<file path="config.mk">
export PLATFORM = sky130hd
export DESIGN_NAME = ddr_wr_arbiter
export DESIGN_NICKNAME = d
export VERILOG_FILES = /design/src/rtl/ddr_wr_arbiter.sv
export SDC_FILE = /design/constraint.sdc
export NUM_CORES = 1
export LEC_CHECK = 0
export BUFFER_PORTS_ARGS = -buffer_cell sky130_fd_sc_hd__buf_2
export CORE_AREA = 4 4 527 529
export CTS_CLUSTER_DIAMETER = 40
export CTS_CLUSTER_SIZE = 30
export DETAILED_ROUTE_END_ITERATION = 6
export DIE_AREA = 0 0 531 533
export PLACE_DENSITY_LB_ADDON = 0.08
export SLEW_MARGIN = 0
export SYNTH_ARGS = -nofsm -noshare
export SYNTH_HDL_FRONTEND = slang
export SYNTH_SLANG_ARGS = --single-unit
</file>
<file path="constraint.sdc">
create_clock -name clk -period 4.05 [get_ports clk]
set_input_delay 0.81 -clock clk [delete_from_list [all_inputs] [get_ports clk]]
set_output_delay 0.81 -clock clk [all_outputs]
set_load 0.1 [all_outputs]
</file>
<file path="src/rtl/ddr_wr_arbiter.sv">
// Four-channel DDR write-port arbiter: emergency-first / round-robin grant,
// burst request, FIFO-to-DDR beat streaming and per-channel frame-region addressing.
module ddr_wr_arbiter #(
  parameter int unsigned DQ_WIDTH     = 32,
  parameter int unsigned ADDR_W       = 28,
  parameter int unsigned BURST_LEN    = 16,
  parameter int unsigned FRAME_BURSTS = 225,
  parameter int unsigned BASE_ADDR    = 0,
  parameter int unsigned REGION_BYTES = 32'h20000
) (
  input  logic                    clk,
  input  logic                    rst,
  input  logic [3:0]              ch_ready,
  input  logic [15:0]             ch_id,
  input  logic [3:0]              ch_emergency,
  input  logic [3:0]              ch_frame_start,
  input  logic [4*DQ_WIDTH*8-1:0] ch_rd_data,
  output logic [3:0]              ch_rd_en,
  output logic                    ddr_wr_req,
  output logic [ADDR_W-1:0]       ddr_wr_addr,
  output logic [7:0]              ddr_wr_len,
  output logic [3:0]              ddr_wr_id,
  input  logic                    ddr_wr_ack,
  input  logic                    ddr_wdata_ready,
  output logic [DQ_WIDTH*8-1:0]   ddr_wdata,
  output logic                    ddr_wdata_valid,
  output logic                    ddr_wdata_last,
  input  logic                    ddr_wr_done,
  output logic                    busy
);

  localparam int unsigned CNT_W = $clog2(BURST_LEN + 1);
  localparam int unsigned OFF_W = (FRAME_BURSTS > 1) ? $clog2(FRAME_BURSTS) : 1;

  typedef enum logic [1:0] {S_IDLE, S_REQ, S_DATA, S_WAIT} state_t;

  state_t                     r_state, w_state_nxt;
  logic [1:0]                 r_grant, r_rr_ptr;
  logic [OFF_W-1:0]           r_off [4];
  logic [3:0]                 r_pend;
  logic [ADDR_W-1:0]          r_addr;
  logic [3:0]                 r_id;
  logic [7:0]                 r_len;
  logic [CNT_W-1:0]           r_issued;
  logic                       r_valid, r_last;

  logic [3:0][3:0]            w_ids;
  logic [3:0][DQ_WIDTH*8-1:0] w_rdata;
  logic [3:0]                 w_emerg;
  logic                       w_any, w_found, w_rd;
  logic [1:0]                 w_sel, w_idx;
  logic [OFF_W-1:0]           w_off_sel;
  logic [ADDR_W-1:0]          w_addr_nxt;

  assign w_ids   = ch_id;
  assign w_rdata = ch_rd_data;
  assign w_emerg = ch_ready & ch_emergency;
  assign w_any   = |ch_ready;

  always_comb begin
    w_sel   = '0;
    w_idx   = '0;
    w_found = 1'b0;
    if (|w_emerg) begin
      for (int unsigned i = 0; i < 4; i++) begin
        if (w_emerg[2'(i)] && !w_found) begin
          w_sel   = 2'(i);
          w_found = 1'b1;
        end
      end
    end else begin
      for (int unsigned i = 0; i < 4; i++) begin
        w_idx = r_rr_ptr + 2'(i);
        if (ch_ready[w_idx] && !w_found) begin
          w_sel   = w_idx;
          w_found = 1'b1;
        end
      end
    end
  end

  // A frame-start pulse coinciding with the grant already counts for this burst.
  assign w_off_sel  = ch_frame_start[w_sel] ? '0 : r_off[w_sel];
  assign w_addr_nxt = ADDR_W'(BASE_ADDR)
                    + ADDR_W'(w_sel) * ADDR_W'(REGION_BYTES)
                    + ADDR_W'(w_off_sel) * ADDR_W'(BURST_LEN * DQ_WIDTH);

  assign w_rd = (r_state == S_DATA) && ddr_wdata_ready && (r_issued < CNT_W'(BURST_LEN));

  always_ff @(posedge clk or negedge rst) begin
    if (!rst) r_state <= S_IDLE;
    else      r_state <= w_state_nxt;
  end

  always_comb begin
    w_state_nxt = r_state;
    case (r_state)
      S_IDLE: if (w_any)               w_state_nxt = S_REQ;
      S_REQ:  if (ddr_wr_ack)          w_state_nxt = S_DATA;
      S_DATA: if (r_valid && r_last)   w_state_nxt = S_WAIT;
      S_WAIT: if (ddr_wr_done)         w_state_nxt = S_IDLE;
      default:                         w_state_nxt = S_IDLE;
    endcase
  end

  always_ff @(posedge clk or negedge rst) begin
    if (!rst) begin
      r_grant  <= '0;
      r_rr_ptr <= '0;
      r_pend   <= '0;
      r_addr   <= '0;
      r_id     <= '0;
      r_len    <= '0;
      r_issued <= '0;
      r_valid  <= 1'b0;
      r_last   <= 1'b0;
      for (int unsigned i = 0; i < 4; i++) r_off[i] <= '0;
    end else begin
      if (r_state == S_IDLE && w_any) begin
        r_grant <= w_sel;
        r_addr  <= w_addr_nxt;
        r_id    <= w_ids[w_sel];
        r_len   <= 8'(BURST_LEN - 1);
      end

      if (r_state != S_DATA) r_issued <= '0;
      else if (w_rd)         r_issued <= r_issued + 1'b1;
      r_valid <= w_rd;
      r_last  <= w_rd && (r_issued == CNT_W'(BURST_LEN - 1));

      for (int unsigned i = 0; i < 4; i++) begin
        if (ch_frame_start[2'(i)]) begin
          if (r_state == S_IDLE || 2'(i) != r_grant) begin
            r_off[i]       <= '0;
            r_pend[2'(i)]  <= 1'b0;
          end else begin
            r_pend[2'(i)]  <= 1'b1;
          end
        end
      end

      // Completion overrides the pending-flag update above for the granted channel.
      if (r_state == S_WAIT && ddr_wr_done) begin
        if (r_off[r_grant] == OFF_W'(FRAME_BURSTS - 1) || r_pend[r_grant] ||
            ch_frame_start[r_grant])
          r_off[r_grant] <= '0;
        else
          r_off[r_grant] <= r_off[r_grant] + 1'b1;
        r_pend[r_grant] <= 1'b0;
        r_rr_ptr        <= r_grant + 2'd1;
      end
    end
  end

  assign ch_rd_en        = {3'b000, w_rd} << r_grant;
  assign ddr_wr_req      = (r_state == S_REQ);
  assign ddr_wr_addr     = r_addr;
  assign ddr_wr_len      = r_len;
  assign ddr_wr_id       = r_id;
  assign ddr_wdata       = r_valid ? w_rdata[r_grant] : '0;
  assign ddr_wdata_valid = r_valid;
  assign ddr_wdata_last  = r_valid && r_last;
  assign busy            = (r_state != S_IDLE);

endmodule
</file>
==> flow_metrics.py, run 1 <==
metrics = {
    "worst_setup_path": {
        "path_buf_inv": 2,
        "cp_cell_sequence": "buf_4, mux4_2, and2_1, buf_2",
        "crit_slowest_cell": "dfrtp_4",
        "critPathKind": "flip-flop to output pin",
        "critical-path-top-delay-family": "buffers and inverters",
        "crit_fanout": 32,
        "cp_data_required_time_ps": 3240,
        "crit_path_start_kind": "flip-flop",
        "worstPathArrival_ps": 2920,
        "cpPeakStageDelay_ps": 910,
        "end_kind": "output pin",
    },
    "floorplan": {
        "start_util_pct": 4.14,
        "dieHeight_um": 533,
        "num_rows": 192,
        "num_io_pins": 1361,
        "dieArea_sq_um": 283000,
        "core_area_sq_um": 273000,
        "dieWidth_um": 531,
    },
    "clock_tree": {
        "h-tree-depth": 3,
        "cts_buffer_depth": 2,
        "cts_sinks": 62,
        "clk_latency_ps": 350,
        "post_cts_resized": 0,
        "cts_buffers": 9,
        "path_clk_slew_ps": 60,
        "postCtsSetupBuffers": 0,
        "hold_buffers": 0,
        "cts_tree": "built",
        "clockRootBuffer": "clkbuf_16",
    },
    "synth": {
        "synth_mux_area_share_pct": 54.4,
        "yosys.area_share.simple_pct": 19.3,
        "yosysWarnings": 0,
        "synthArstFlopShare_pct": 100,
        "synth_top_family_by_area": "multiplexers",
        "synth_edf_count": 0,
        "yosys_register_bits": 62,
        "syn_area_sq_um": 11300,
        "synthCells": 956,
        "ys_seq_area_share_pct": 13.7,
        "synth_compound_gate_area_share_pct": 4.68,
        "synth_area_per_cell_sq_um": 11.8,
        "synth-adder-area-share_pct": 1.33,
        "synth_cell_types": 47,
        "synth_flop_cell": "dfrtp_1",
        "yosys.area_share.xor_xnor_pct": 0.764,
    },
    "grt": {
        "grt_pass1_wl_um": 257000,
        "grt_pass1_vias": 16887,
        "grt.total_usage_pct": 14.8,
        "grt_max_degree": 87,
        "antenna_found_initial": 298,
        "grt-ovfl-total": 0,
    },
    "sta": {
        "report.final.hold_viol_count": 0,
        "hold_ws_ps": 482,
        "max_freq_mhz": 268,
        "finalCritPeriodShare_pct": 92.1,
        "fin_skew_ps": 12.5,
        "rsz0062_at_grt": "false",
        "fin_crit_ps": 3730,
        "worstMarginPinSlew_ps": 808,
        "slew_headroom_pct": 46.1,
        "fin_setup_tns_ps": 0,
        "setup_viol": 0,
        "drv_slew": 0,
    },
    "power_and_ir_drop": {
        "p_leak_nw": 10.2,
        "powerDensity_nw_per_um2": 612,
        "p_total_mw": 14.5,
        "vdd_drop_max_v": 0.000258,
    },
    "placement": {
        "hpwl_um": 205000,
        "gp_congestion": 0.931,
        "port_buffers": 1338,
        "numPlacedInstances": 5840,
    },
    "final_layout": {
        "drive_above_1_share_pct": 74.7,
        "instances_no_fill": 5906,
        "area_growth_pct": 109,
        "layout.nets": 3331,
    },
    "routing": {
        "first_pass_iters": 5,
        "drt_iter0_drc": 889,
        "vias_per_cell": 2.76,
        "routed_wl_um": 220000,
        "routedWlPerCell_um": 37.2,
        "num_vias": 16305,
        "postRouteAntennaNets": 0,
        "drc_errors": 0,
    },
    "job": {
        "maxCapViolations": 0,
    },
    "run_status": {
        "status": "finished, final reports clean",
    },
    "worst_hold_path": {
        "worstHoldPathType": "flip-flop to flip-flop",
    },
}
## layer usage
metal,global-route usage [%],routed length (um)
met3,6.86,27100
met5,0,757
met4,1.06,2290
met2,23.9,99200
met1,18.6,90500
## final cells by class
class                   instances  area (sq um)
fillers                     32068        249000
multi-input cells             779          9190
repair buffers               1396          7990
well taps                    3589          4490
flip-flops and latches         62          1560
clock buffers                  10           229
diodes                         50           125
inverters                      14          52.6
clock inverters                 6          38.8
## worst reg2reg max path, delay by kind of cell, from the launching register on
family	cells	cell delay, ps
flip-flops	1	910
XOR/XNOR	1	400
multiplexers	1	430
AO/OA/AOI/OAI	1	140
AND/OR/NAND/NOR	2	310
adder cells (fa/ha/maj)	1	290
buffers and inverters	2	510
## synthesized netlist by cell type, drive strengths merged (5+ instances only)
master	count	area share [%]
a211oi	5	0.33
a21boi	5	0.33
a21oi	8	0.35
and2	262	15
and3	14	0.91
buf	71	3.6
clkbuf	51	1.7
dfrtp	62	14
ha	12	1.3
inv	14	0.46
mux2i	17	1.5
mux4	264	53
nand2	60	2.3
nand3	9	0.40
nor2	6	0.20
nor2b	5	0.28
o21ai	41	1.8
o221ai	8	0.62
xnor2	6	0.46
## stage by stage
stage | utilization, % | worst slack, ps | area (sq um)
global route | 8.64 | 184 | 23600
floorplan | - | -84.8 | 11400
global placement | 8.53 | 541 | 23300
CTS | 8.63 | 163 | 23600
finish | 8.68 | 319 | 23700
detailed placement | 8.53 | 575 | 23300
## placed cells by master (no fill, tap or decap), drive strengths merged, types with 2 or more instances in the layout
master / instances
nand2: 60
diode: 50
o31ai: 4
a21oi: 8
nor3: 4
xnor2: 6
xor2: 3
mux2i: 17
inv: 14
conb: 22
clkbuf: 10
and2: 262
and3: 14
o221ai: 8
o21ai: 41
ha: 12
mux4: 264
nor2b: 5
mux2: 3
nand2b: 4
a211oi: 5
nor2: 6
a21boi: 5
nand3: 9
clkinvlp: 2
buf: 1396
clkinv: 4
o21a: 3
dfrtp: 62
## kinds of logic (layout without fill, tap and decap cells)
logic type	after synthesis	count (layout)
flops	62	62
fa+ha+maj	12	12
simple gates	368	368
buf+inv	136	1426
mux	284	284
compound gates	84	84
other cells	1	72
xor+xnor	9	9
## registers in the layout (all words and copies together) (netlist names)
| name | count |
|---|---|
| ddr_wr_id | 4 |
| ddr_wr_addr | 9 |
| r_rr_ptr | 2 |
| r_issued | 5 |
| r_last | 1 |
| r_pend | 4 |
| r_grant | 1 |
| ddr_wr_len | 1 |
| ddr_wdata_valid | 1 |
| r_off | 32 |
| r_state | 2 |
## final timing paths
| check | slack (ps) | depth (start not counted) | to | from |
|---|---|---|---|---|
| setup / recovery | 320 | 4 | ddr_wdata[255] | ddr_wr_addr[18]$_DFFE_PN0P_ |
| setup reg to reg | 950 | 8 | r_off[30]$_DFF_PN0_ | ddr_wr_addr[18]$_DFFE_PN0P_ |
| hold reg to reg | 480 | 2 | ddr_wr_id[3]$_DFFE_PN0P_ | ddr_wr_id[3]$_DFFE_PN0P_ |
| max in group asynchronous | 2700 | 2 | r_off[7]$_DFF_PN0_ | rst |
| hold / removal | 480 | 2 | ddr_wr_id[3]$_DFFE_PN0P_ | ddr_wr_id[3]$_DFFE_PN0P_ |
| min in group asynchronous | 550 | 1 | ddr_wr_id[3]$_DFFE_PN0P_ | rst |
## power breakdown
part	total [mW]	internal [mW]	switching [mW]
clock	0.741	0.413	0.328
sequential	0.907	0.706	0.201
combinational	12.9	4.00	8.85
No activity file was read; power rests on OpenSTA's default activity.
==> run 2, diff against run 1 <==
--- a/config.mk
+++ b/config.mk
@@ -6,11 +6,11 @@
 export NUM_CORES = 1
 export LEC_CHECK = 0
 export BUFFER_PORTS_ARGS = -buffer_cell sky130_fd_sc_hd__buf_2
-export CORE_AREA = 4 4 527 529
+export CORE_AREA = 3 3 526 528
 export CTS_CLUSTER_DIAMETER = 40
 export CTS_CLUSTER_SIZE = 30
 export DETAILED_ROUTE_END_ITERATION = 6
-export DIE_AREA = 0 0 531 533
+export DIE_AREA = 0 0 529 531
 export PLACE_DENSITY_LB_ADDON = 0.08
 export SLEW_MARGIN = 0
 export SYNTH_ARGS = -nofsm -noshare
==> run 2 against run 1 <==
Against the previous run: die area decreased by 0.75%; total power decreased by 0.75%; utilization decreased by 0.11 points; routed wire length increased by 2.2%; sequential share of layout area increased by 0.086 points; critical path depth unchanged; first-iteration DRC count increased by 35%; count of clock-buffer cells in the layout increased by 2; clock skew decreased by 4.4 ps; sequential power increased by 8.5%.
==> flow_metrics.py, run 2 (synthesis results as in run 1) <==
metrics = {
    "routing": {
        "routed_wl_um": 225000,
        "drt_iter0_drc": 1203,
        "first_pass_iters": 4,
        "routedWlPerCell_um": 38.0,
        "drc_errors": 0,
        "vias_per_cell": 2.82,
        "postRouteAntennaNets": 0,
        "num_vias": 16665,
    },
    "clock_tree": {
        "cts_sinks": 62,
        "cts_buffer_depth": 2,
        "clk_latency_ps": 360,
        "cts_tree": "built",
        "path_clk_slew_ps": 60,
        "cts_buffers": 9,
        "clockRootBuffer": "clkbuf_16",
        "h-tree-depth": 3,
        "post_cts_resized": 0,
        "hold_buffers": 0,
        "postCtsSetupBuffers": 0,
    },
    "job": {
        "maxCapViolations": 0,
    },
    "placement": {
        "dpl_cell_area_sq_um": 22900,
        "hpwl_um": 209000,
        "numPlacedInstances": 5845,
        "port_buffers": 1338,
        "gp_congestion": 0.998,
        "pre_cts_ws_ps": 467,
    },
    "sta": {
        "setup_ws_ps": 254,
        "drv_slew": 0,
        "finalCritPeriodShare_pct": 93.7,
        "slew_headroom_pct": 47.4,
        "max_freq_mhz": 263,
        "fin_crit_ps": 3800,
        "fin_setup_tns_ps": 0,
        "worstMarginPinSlew_ps": 789,
        "rsz0062_at_grt": "false",
        "fin_skew_ps": 8.11,
        "setup_viol": 0,
        "report.final.hold_viol_count": 0,
    },
    "grt": {
        "antenna_found_initial": 299,
        "grt_max_degree": 80,
        "grt.total_usage_pct": 15.2,
        "grt_pass1_vias": 16847,
        "grt_pass1_wl_um": 262000,
        "grt-ovfl-total": 0,
    },
    "worst_hold_path": {
        "worstHoldPathType": "input port to async pin",
    },
    "power_and_ir_drop": {
        "p_leak_nw": 10.1,
        "powerDensity_nw_per_um2": 616,
        "vdd_drop_max_v": 0.000332,
        "p_total_mw": 14.4,
    },
    "worst_setup_path": {
        "critPathLaunch": "r_grant[0]$_DFFE_PN0P_",
        "crit_path_start_kind": "flip-flop",
        "end_kind": "output pin",
        "rr_endpoint": "r_off[30]$_DFF_PN0_",
        "reg2reg_depth": 7,
        "critPathKind": "flip-flop to output pin",
        "worstPathArrival_ps": 2990,
        "crit_fanout": 37,
        "timing.rr.start": "r_grant[0]$_DFFE_PN0P_",
        "cp_data_required_time_ps": 3240,
        "r2r_slack_ps": 850,
    },
    "floorplan": {
        "dieArea_sq_um": 281000,
        "num_rows": 192,
        "num_io_pins": 1361,
        "dieHeight_um": 531,
        "start_util_pct": 4.14,
        "core_area_sq_um": 273000,
        "dieWidth_um": 529,
    },
    "run_status": {
        "status": "finished, final reports clean",
    },
    "final_layout": {
        "instances_no_fill": 5920,
        "drive_above_1_share_pct": 74.8,
        "final_cell_mix": "buf_2, mux4_2, and2_1",
        "largest_reg_flops": 32,
        "top_register": "r_off",
        "layout.nets": 3336,
        "area_growth_pct": 107,
        "mostFrequentLayoutCell": "buf_2",
        "final_cell_area_sq_um": 23400,
    },
}
==> run 2: cell types whose count changed in the layout (fill, tap and decap cells not counted), sizes merged <==
cell / change
buf: +5
bufinv: +1
clkbuf: +2
clkinv: -2
clkinvlp: -1
diode: +9
==> run 2: critical path, stage by stage, from the launching register on <==
cell	delay, ps
dfrtp_4	860
buf_12	390
mux4_2	600
and2_1	310
buf_2	360
==> run 2: worst max path at each step <==
stage                     to  slack [ps]  cells past startpoint
2_1_floorplan    ch_rd_en[2]         -80                      6
3_3_place_gp   ddr_wdata[30]         490                      4
3_5_place_dp   ddr_wdata[30]         470                      4
4_1_cts        ddr_wdata[30]          50                      4
5_1_grt        ddr_wdata[30]          50                      4
6_report       ddr_wdata[30]         250                      4
==> run 2: final cells by class <==
| class | count | area [sq um] |
|---|---|---|
| antenna | 59 | 148 |
| fill | 32066 | 250000 |
| clock inverter | 4 | 55.1 |
| sequential | 62 | 1560 |
| inverter | 14 | 52.6 |
| multi-input combinational | 779 | 9190 |
| timing repair buffer | 1401 | 7620 |
| tap | 3589 | 4490 |
| clock buffer | 12 | 256 |
==> run 2: layer usage <==
layer | vias up | global-route usage [%] | wire [um]
met5 | - | 0 | 905
met2 | 1343 | 24.4 | 101000
li1 | 6424 | - | -
met1 | 8384 | 18.7 | 91400
met4 | 138 | 1.34 | 3110
met3 | 376 | 7.99 | 28600
==> run 2: through the flow <==
step,hold slack (ps),util [%]
final,413,8.56
after global routing,437,8.52
after floorplan,452,-
after detailed placement,466,8.40
after CTS,420,8.51
after global placement,465,8.40
==> run 2: power breakdown <==
group	leakage, nW	internal [mW]	switching [mW]
registers	0.830	0.704	0.280
logic	9.14	3.89	8.66
clock network	0.149	0.513	0.343
==> run 3, diff against run 2 <==
==> constraint.sdc (replaced) <==
create_clock -name clk -period 4.05 [get_ports clk]
set_input_delay 0.405 -clock clk [delete_from_list [all_inputs] [get_ports clk]]
set_output_delay 0.405 -clock clk [all_outputs]
set_load 0.1 [all_outputs]
==> run 3 against run 2 <==
Against the previous run: non-clock buffer count fell by 14; sequential cell count did not move; critical path depth up 1; register-to-register slack better by 440 ps; routed wire length fell by 1.8%; hold slack worse by 300 ps; critical endpoint is now ddr_wdata[116].
==> flow_metrics.py, run 3 (synthesis results as in run 1) <==
metrics = {
    "run_status": {
        "status": "finished, final reports clean",
    },
    "worst_setup_path": {
        "critPathKind": "flip-flop to output pin",
        "crit_fanout": 61,
        "end_kind": "output pin",
        "crit_path_start_kind": "flip-flop",
        "worstPathArrival_ps": 2920,
        "cp_data_required_time_ps": 3640,
    },
    "grt": {
        "grt-ovfl-total": 0,
        "antenna_found_initial": 283,
        "grt_max_degree": 92,
        "grt_pass1_wl_um": 256000,
        "grt.total_usage_pct": 14.9,
        "grt_pass1_vias": 16395,
    },
    "power_and_ir_drop": {
        "powerDensity_nw_per_um2": 618,
        "vdd_drop_max_v": 0.000230,
        "p_leak_nw": 10.0,
    },
    "clock_tree": {
        "cts_tree": "built",
        "clk_latency_ps": 360,
        "path_clk_slew_ps": 60,
        "cts_sinks": 62,
        "hold_buffers": 0,
        "post_cts_resized": 0,
        "postCtsSetupBuffers": 0,
        "cts_buffer_depth": 2,
        "clockRootBuffer": "clkbuf_16",
        "h-tree-depth": 3,
        "cts_buffers": 9,
    },
    "routing": {
        "routedWlPerCell_um": 37.3,
        "first_pass_iters": 7,
        "vias_per_cell": 2.74,
        "drc_errors": 0,
        "drt_iter0_drc": 1110,
        "num_vias": 16216,
        "postRouteAntennaNets": 0,
        "routed_wl_um": 221000,
    },
    "job": {
        "maxCapViolations": 0,
    },
    "placement": {
        "dpl_cell_area_sq_um": 22600,
        "port_buffers": 1338,
        "gp_congestion": 0.995,
        "hpwl_um": 206000,
    },
    "sta": {
        "rsz0062_at_grt": "false",
        "fin_setup_tns_ps": 0,
        "report.final.hold_viol_count": 0,
        "worstMarginPinSlew_ps": 793,
        "max_freq_mhz": 301,
        "fin_crit_ps": 3320,
        "setup_viol": 0,
        "finalCritPeriodShare_pct": 82.1,
        "fin_skew_ps": 6.90,
        "drv_slew": 0,
        "slew_headroom_pct": 47.2,
    },
    "floorplan": {
        "num_rows": 192,
        "dieArea_sq_um": 281000,
        "num_io_pins": 1361,
        "dieWidth_um": 529,
        "dieHeight_um": 531,
        "start_util_pct": 4.14,
        "core_area_sq_um": 273000,
    },
    "final_layout": {
        "final.fill_count": 32132,
        "layout.nets": 3322,
        "top_register": "r_off",
        "drive_above_1_share_pct": 74.6,
        "mostFrequentLayoutCell": "buf_2",
        "final_cell_mix": "buf_2, mux4_2, and2_1",
        "area_growth_pct": 104,
        "final_cell_area_sq_um": 23100,
        "largest_reg_flops": 32,
    },
    "worst_hold_path": {
        "worstHoldPathType": "input port to async pin",
    },
}
[run 3: cell types whose count changed in the layout (fill, tap and decap cells not counted), sizes merged]
| cell | previous run | this run |
|---|---|---|
| buf | 1401 | 1387 |
| clkbuf | 12 | 10 |
| bufinv | 1 | 2 |
| clkinv | 2 | 3 |
| diode | 59 | 72 |
[run 3: path summary, 6_finish.rpt]
path                                                   from                  endpoint  slack, ps  depth (start not counted)
worst max-delay path            ddr_wr_addr[18]$_DFFE_PN0P_            ddr_wdata[116]        730                          5
worst min-delay path                                    rst  ddr_wr_id[3]$_DFFE_PN0P_        110                          1
worst max register to register  ddr_wr_addr[18]$_DFFE_PN0P_       r_off[18]$_DFF_PN0_       1290                          7
worst min register to register     ddr_wr_id[1]$_DFFE_PN0P_  ddr_wr_id[1]$_DFFE_PN0P_        470                          2
max in group asynchronous                               rst    r_grant[0]$_DFFE_PN0P_       3230                          2
min in group clk                            ddr_wdata_ready   r_issued[4]$_DFFE_PN0P_        330                          3
[run 3: layout make-up]
class                      count  area (sq um)  area share, %
sequential                    62          1560           6.77
clock inverter                 6          86.3          0.374
multi-input combinational    779          9190           39.8
timing repair buffer        1387          7310           31.6
tap                         3589          4490           19.4
clock buffer                  10           229          0.991
inverter                      14          52.6          0.228
antenna                       72           180          0.780
[run 3: stage by stage]
step                      total power, mW  hold slack [ps]  setup WS [ps]  utilization, %  cells
after CTS                            14.8              137            636            8.40   5847
final                                14.3              114            726            8.46   5919
after detailed placement             13.9              462           1050            8.28   5831
after floorplan                      9.00              109            320               -    977
after global placement               13.9              469           1050            8.28   5831
after global routing                 15.0              155            582            8.42   5868
[run 3: layer usage]
metal / vias to the layer above / global-route usage (%) / routed length [um]
li1: 6414 / - / -
met1: 8093 / 17.6 / 87000
met2: 1237 / 24.2 / 100000
met3: 342 / 8.80 / 30100
met4: 130 / 1.11 / 2400
met5: - / 0 / 859
[run 3: critical path, cell delays in order, from the launching register on]
cell and delay [ps]:
dfrtp_4 740, buf_12 320, buf_12 370, mux4_2 320, and2_1 220, buf_2 460
[run 3: power breakdown]
part	switching (mW)	total [mW]	internal, mW	leakage [nW]
Clock	0.354	0.892	0.539	0.153
Sequential	0.185	0.891	0.706	0.830
Combinational	8.79	12.5	3.70	9.03
Total	9.33	14.3	4.95	10.0
